### src/rtl/dsp_systolic_result_collector.sv
// Result-side collector for the 18x18 systolic MAC chain: realigns valid/last tags with
// chain results, sums multi-beat vectors and queues finished sums in a small FWFT buffer.
module dsp_systolic_result_collector #(
    parameter int unsigned RES_LATENCY    = 2,
    parameter int unsigned RESULT_A_WIDTH = 64,
    parameter int unsigned ACC_WIDTH      = 72,
    parameter int unsigned FIFO_DEPTH     = 4
) (
    input  logic                      clk,
    input  logic                      rst_n,
    input  logic                      in_valid,
    input  logic                      in_last,
    input  logic [RESULT_A_WIDTH-1:0] result,
    output logic [ACC_WIDTH-1:0]      out_data,
    output logic                      out_ovf,
    output logic                      out_valid,
    input  logic                      out_ready,
    output logic                      drop,
    input  logic                      clear_flags
);

    localparam int unsigned PTR_W = $clog2(FIFO_DEPTH);
    localparam int unsigned CNT_W = PTR_W + 1;

    // Tag pipe: bit 1 = valid, bit 0 = last (masked by valid on entry)
    logic [1:0] tag_q [RES_LATENCY];

    always_ff @(posedge clk or negedge rst_n) begin
        if (!rst_n) begin
            tag_q[0] <= '0;
        end else begin
            tag_q[0] <= {in_valid, in_valid & in_last};
        end
    end

    for (genvar gi = 1; gi < RES_LATENCY; gi++) begin : g_tag
        always_ff @(posedge clk or negedge rst_n) begin
            if (!rst_n) begin
                tag_q[gi] <= '0;
            end else begin
                tag_q[gi] <= tag_q[gi-1];
            end
        end
    end

    logic exit_vld;
    logic exit_last;
    assign exit_vld  = tag_q[RES_LATENCY-1][1];
    assign exit_last = tag_q[RES_LATENCY-1][0];

    logic [ACC_WIDTH-1:0] acc_q, acc_d;
    logic                 ovf_q, ovf_d;
    logic                 first_q, first_d;
    logic [ACC_WIDTH:0]   sum;
    logic                 ovf_next;
    logic                 push;

    always_comb begin
        sum      = {1'b0, (first_q ? {ACC_WIDTH{1'b0}} : acc_q)}
                 + {{(ACC_WIDTH + 1 - RESULT_A_WIDTH){1'b0}}, result};
        ovf_next = (~first_q & ovf_q) | sum[ACC_WIDTH];
        acc_d    = acc_q;
        ovf_d    = ovf_q;
        first_d  = first_q;
        if (exit_vld) begin
            acc_d   = sum[ACC_WIDTH-1:0];
            ovf_d   = ovf_next;
            first_d = exit_last;
        end
        push = exit_vld & exit_last;
    end

    always_ff @(posedge clk or negedge rst_n) begin
        if (!rst_n) begin
            acc_q   <= '0;
            ovf_q   <= 1'b0;
            first_q <= 1'b1;
        end else begin
            acc_q   <= acc_d;
            ovf_q   <= ovf_d;
            first_q <= first_d;
        end
    end

    logic [ACC_WIDTH:0] mem_q [FIFO_DEPTH];
    logic [PTR_W-1:0]   wr_q, wr_d;
    logic [PTR_W-1:0]   rd_q, rd_d;
    logic [CNT_W-1:0]   cnt_q, cnt_d;
    logic               drop_q, drop_d;
    logic               pop;
    logic               push_ok;
    logic               full;

    // A full buffer still accepts a push when the head leaves in the same cycle
    always_comb begin
        full    = (cnt_q == CNT_W'(FIFO_DEPTH));
        pop     = (cnt_q != '0) & out_ready;
        push_ok = push & (~full | pop);
        wr_d    = wr_q + PTR_W'(push_ok);
        rd_d    = rd_q + PTR_W'(pop);
        cnt_d   = cnt_q + CNT_W'(push_ok) - CNT_W'(pop);
        drop_d  = clear_flags ? 1'b0 : drop_q;
        if (push && !push_ok) begin
            drop_d = 1'b1;
        end
    end

    always_ff @(posedge clk or negedge rst_n) begin
        if (!rst_n) begin
            wr_q   <= '0;
            rd_q   <= '0;
            cnt_q  <= '0;
            drop_q <= 1'b0;
        end else begin
            wr_q   <= wr_d;
            rd_q   <= rd_d;
            cnt_q  <= cnt_d;
            drop_q <= drop_d;
        end
    end

    always_ff @(posedge clk) begin
        if (push_ok) begin
            mem_q[wr_q] <= {sum[ACC_WIDTH-1:0], ovf_next};
        end
    end

    logic [ACC_WIDTH:0] head;
    always_comb begin
        head      = mem_q[rd_q];
        out_valid = (cnt_q != '0);
        out_data  = out_valid ? head[ACC_WIDTH:1] : '0;
        out_ovf   = out_valid & head[0];
        drop      = drop_q;
    end

endmodule

### config.mk
export PLATFORM = sky130hd
export DESIGN_NAME = dsp_systolic_result_collector
export DESIGN_NICKNAME = d
export VERILOG_FILES = /design/src/rtl/dsp_systolic_result_collector.sv
export SDC_FILE = /design/constraint.sdc
export NUM_CORES = 1
export LEC_CHECK = 0
export CAP_MARGIN = 20
export CORE_MARGIN = 5
export CORE_UTILIZATION = 59
export DETAILED_ROUTE_END_ITERATION = 8
export MAX_ROUTING_LAYER = met4
export PLACE_DENSITY = 0.77
export SYNTH_ARGS = -nofsm -noshare
export SYNTH_HDL_FRONTEND = slang
export SYNTH_SLANG_ARGS = --single-unit
### constraint.sdc
create_clock -name clk -period 8.4 [get_ports clk]
set_input_delay 1.26 -clock clk [delete_from_list [all_inputs] [get_ports clk]]
set_output_delay 1.26 -clock clk [all_outputs]
set_load 0.05 [all_outputs]
==> results.py <==
metrics = {
    "route": {
        "wl_per_cell_um": 21.7,
        "vias": 11998,
        "drc": 0,
        "ant_nets": 0,
        "drt-initial-drc-count": 931,
        "drt-total-wl_um": 42600,
        "first_pass_iters": 5,
        "viasPerCell": 6.11,
    },
    "yosys": {
        "yosysWarnings": 0,
        "ys_async_sr_fraction_pct": 22.8,
        "ys_types": 81,
        "synth_nets": 1543,
        "yosys_most_used_dff": "edfxtp_1",
        "seq_area_frac_synth_pct": 57.6,
        "synth-edff-count": 292,
        "syn_area_sq_um": 19000,
        "synth_seq_cells": 378,
        "syn_inst": 1404,
        "syn_avg_cell_area_sq_um": 13.5,
    },
    "cts": {
        "cts.reportedPaths.clkPinSlew_ps": 60,
        "clock_latency_ps": 530,
        "numCtsBuffers": 39,
        "cts_root_buf": "clkbuf_16",
        "h-tree-depth": 2,
        "cts_buffer_depth": 3,
        "cts_repair_resize_count": 0,
        "postCtsHoldBufs": 0,
        "cts.sinks": 378,
        "cts_tree": "done",
        "post_cts_buffers": 0,
    },
    "die": {
        "dieArea_sq_um": 35800,
        "die_h_um": 189,
        "die-width_um": 189,
        "initial_core_util_pct": 60.0,
        "rows": 65,
        "core_sq_um": 31600,
        "io_pins": 145,
    },
    "sta": {
        "tns_ps": 0,
        "hold_violations": 0,
        "holdWs_ps": 367,
        "fmax_mhz": 198,
        "slew_headroom_pct": 30.1,
        "rsz0062_at_grt": "no",
        "finalClockSkew_ps": 11.8,
        "period_minus_slack_ps": 5040,
        "worst_pin_slew_ps": 1040,
        "drv_slew": 0,
        "final-setup-viol-count": 0,
        "period_share_pct": 60.1,
    },
    "final_layout": {
        "drive_gt1_share_pct": 14.7,
        "final_cells": 1963,
        "nets": 1669,
        "layout_common_cells": "292 x edfxtp_1, 143 x clkdlybuf4s50_1, 86 x a21oi_1",
        "antenna_cells_inserted": 0,
        "area_delta_synth_final_pct": 15.8,
        "final_common_cell": "edfxtp_1",
    },
    "setup_path": {
        "rrSetupSlack_ps": 3760,
        "r2r_cells": 11,
        "crit_path_max_fanout": 45,
        "required_ps": 7140,
        "critPathKind": "reg -> out",
        "reg2reg_to": "acc_q[63]",
        "crit_family": "buffers and inverters",
        "cpPeakStageDelay_ps": 1110,
        "worstSetupEndpointType": "primary output",
        "crit_chain": "buf_4 -> mux4_2 -> and2_1 -> clkdlybuf4s50_1",
        "cpMaxStageDelayCell": "dfrtp_4",
        "worst_ep_arrival_time_ps": 3780,
        "path_buf_inv": 2,
        "startpoint_type": "flop",
        "r2r-start": "first_q",
    },
    "placed_design": {
        "port_buffers": 144,
        "routabilityCongestion": 0.935,
        "dp_hpwl_um": 28500,
        "dp.cells": 1891,
    },
    "pwr": {
        "vdd_drop_max_v": 0.000313,
        "p_total_mw": 9.31,
        "p_leak_nw": 7.92,
        "power_density_nw_per_um2": 424,
    },
    "global_route": {
        "grt.overflow.total": 0,
        "grt_pass1_wl_um": 68700,
        "grt_start_max_net_pins": 73,
        "first_global_vias": 12371,
        "antenna_found_initial": 0,
        "grt.total_usage_pct": 24.8,
    },
    "flow_run": {
        "maxCapViolations": 0,
    },
    "min_path": {
        "hp-start": "tag_q[3]",
        "min_to": "exit_vld",
        "hold_class": "reg -> reg",
        "hold_depth": 0,
    },
    "status": {
        "outcome": "finished, final reports clean",
    },
}
## worst max-delay path by stage
stage / from / endpoint / slack (ps) / cells past startpoint
floorplan: out_ready / mem_q[1][0] / 900 / 3
global placement: result[0] / mem_q[0][71] / 3490 / 12
detailed placement: result[0] / mem_q[1][71] / 3460 / 12
CTS: rd_q[0] / out_data[71] / 3230 / 4
global route: rd_q[0] / out_data[71] / 3060 / 4
finish: rd_q[0] / out_data[71] / 3360 / 4
## synth_stat cells (49+ instances only)
master	count	area, sq um
edfxtp_1	292	8770
a21oi_1	86	430
dfrtp_1	85	2130
nand2_1	85	319
and2_1	83	519
mux4_2	73	1640
nor2b_1	73	457
ha_1	67	838
nor2_1	65	244
mux2_2	55	619
o21ai_0	50	250
clkbuf_1	49	184
## per-stage QoR
stage	util [%]	setup slack (ps)	cell area, sq um
6_report	69.5	3360	22000
5_1_grt	69.5	3060	22000
4_1_cts	69.5	3230	22000
3_5_place_dp	65.6	3460	20800
3_3_place_gp	65.6	3490	20800
2_1_floorplan	-	904	19000
## cell type report
| type | count | area, sq um |
|---|---|---|
| clock buffers | 56 | 1110 |
| fillers | 2178 | 9660 |
| clock inverters | 16 | 111 |
| inverters | 25 | 93.8 |
| repair buffers | 156 | 1530 |
| multi-input cells | 930 | 7700 |
| well taps | 402 | 503 |
| flip-flops and latches | 378 | 10900 |
## cell families after synthesis
| logic type | Yosys count | share of synthesized area [%] |
|---|---|---|
| flops | 378 | 57.6 |
| fa+ha+maj | 69 | 4.63 |
| simple gates | 391 | 10.8 |
| compound gates | 271 | 9.76 |
| mux | 130 | 12.0 |
| xor+xnor | 69 | 3.19 |
| buf+inv | 96 | 1.98 |
## worst reg2reg max path, delay by kind of cell, from the launching register on
family	cells	cell delay [ps]
AND/OR/NAND/NOR	2	410
XOR/XNOR	1	430
adder cells (fa/ha/maj)	1	430
flip-flops	1	1140
AO/OA/AOI/OAI	6	1930
multiplexers	1	250
## state kept, by name, summed over array words and instances (netlist names)
signal     flops
ovf_q          1
acc_q         72
first_q        1
cnt_q          3
tag_q          2
exit_last      1
exit_vld       1
drop           1
wr_q           2
mem_q        292
rd_q           2
## metal layers
layer	global-route usage, %	wire length (um)
met1	34.7	18900
met3	3.23	2160
met4	5.79	1000
met2	39.6	20600
met5	-	0
## power breakdown
part / switching (mW) / total [mW] / leakage (nW) / internal (mW)
clock network: 0.695 / 1.65 / 0.600 / 0.952
logic: 2.86 / 4.65 / 3.68 / 1.79
registers: 0.237 / 3.01 / 3.64 / 2.77
total: 3.79 / 9.31 / 7.92 / 5.52
Note: power is estimated with default switching activity, not from simulation.
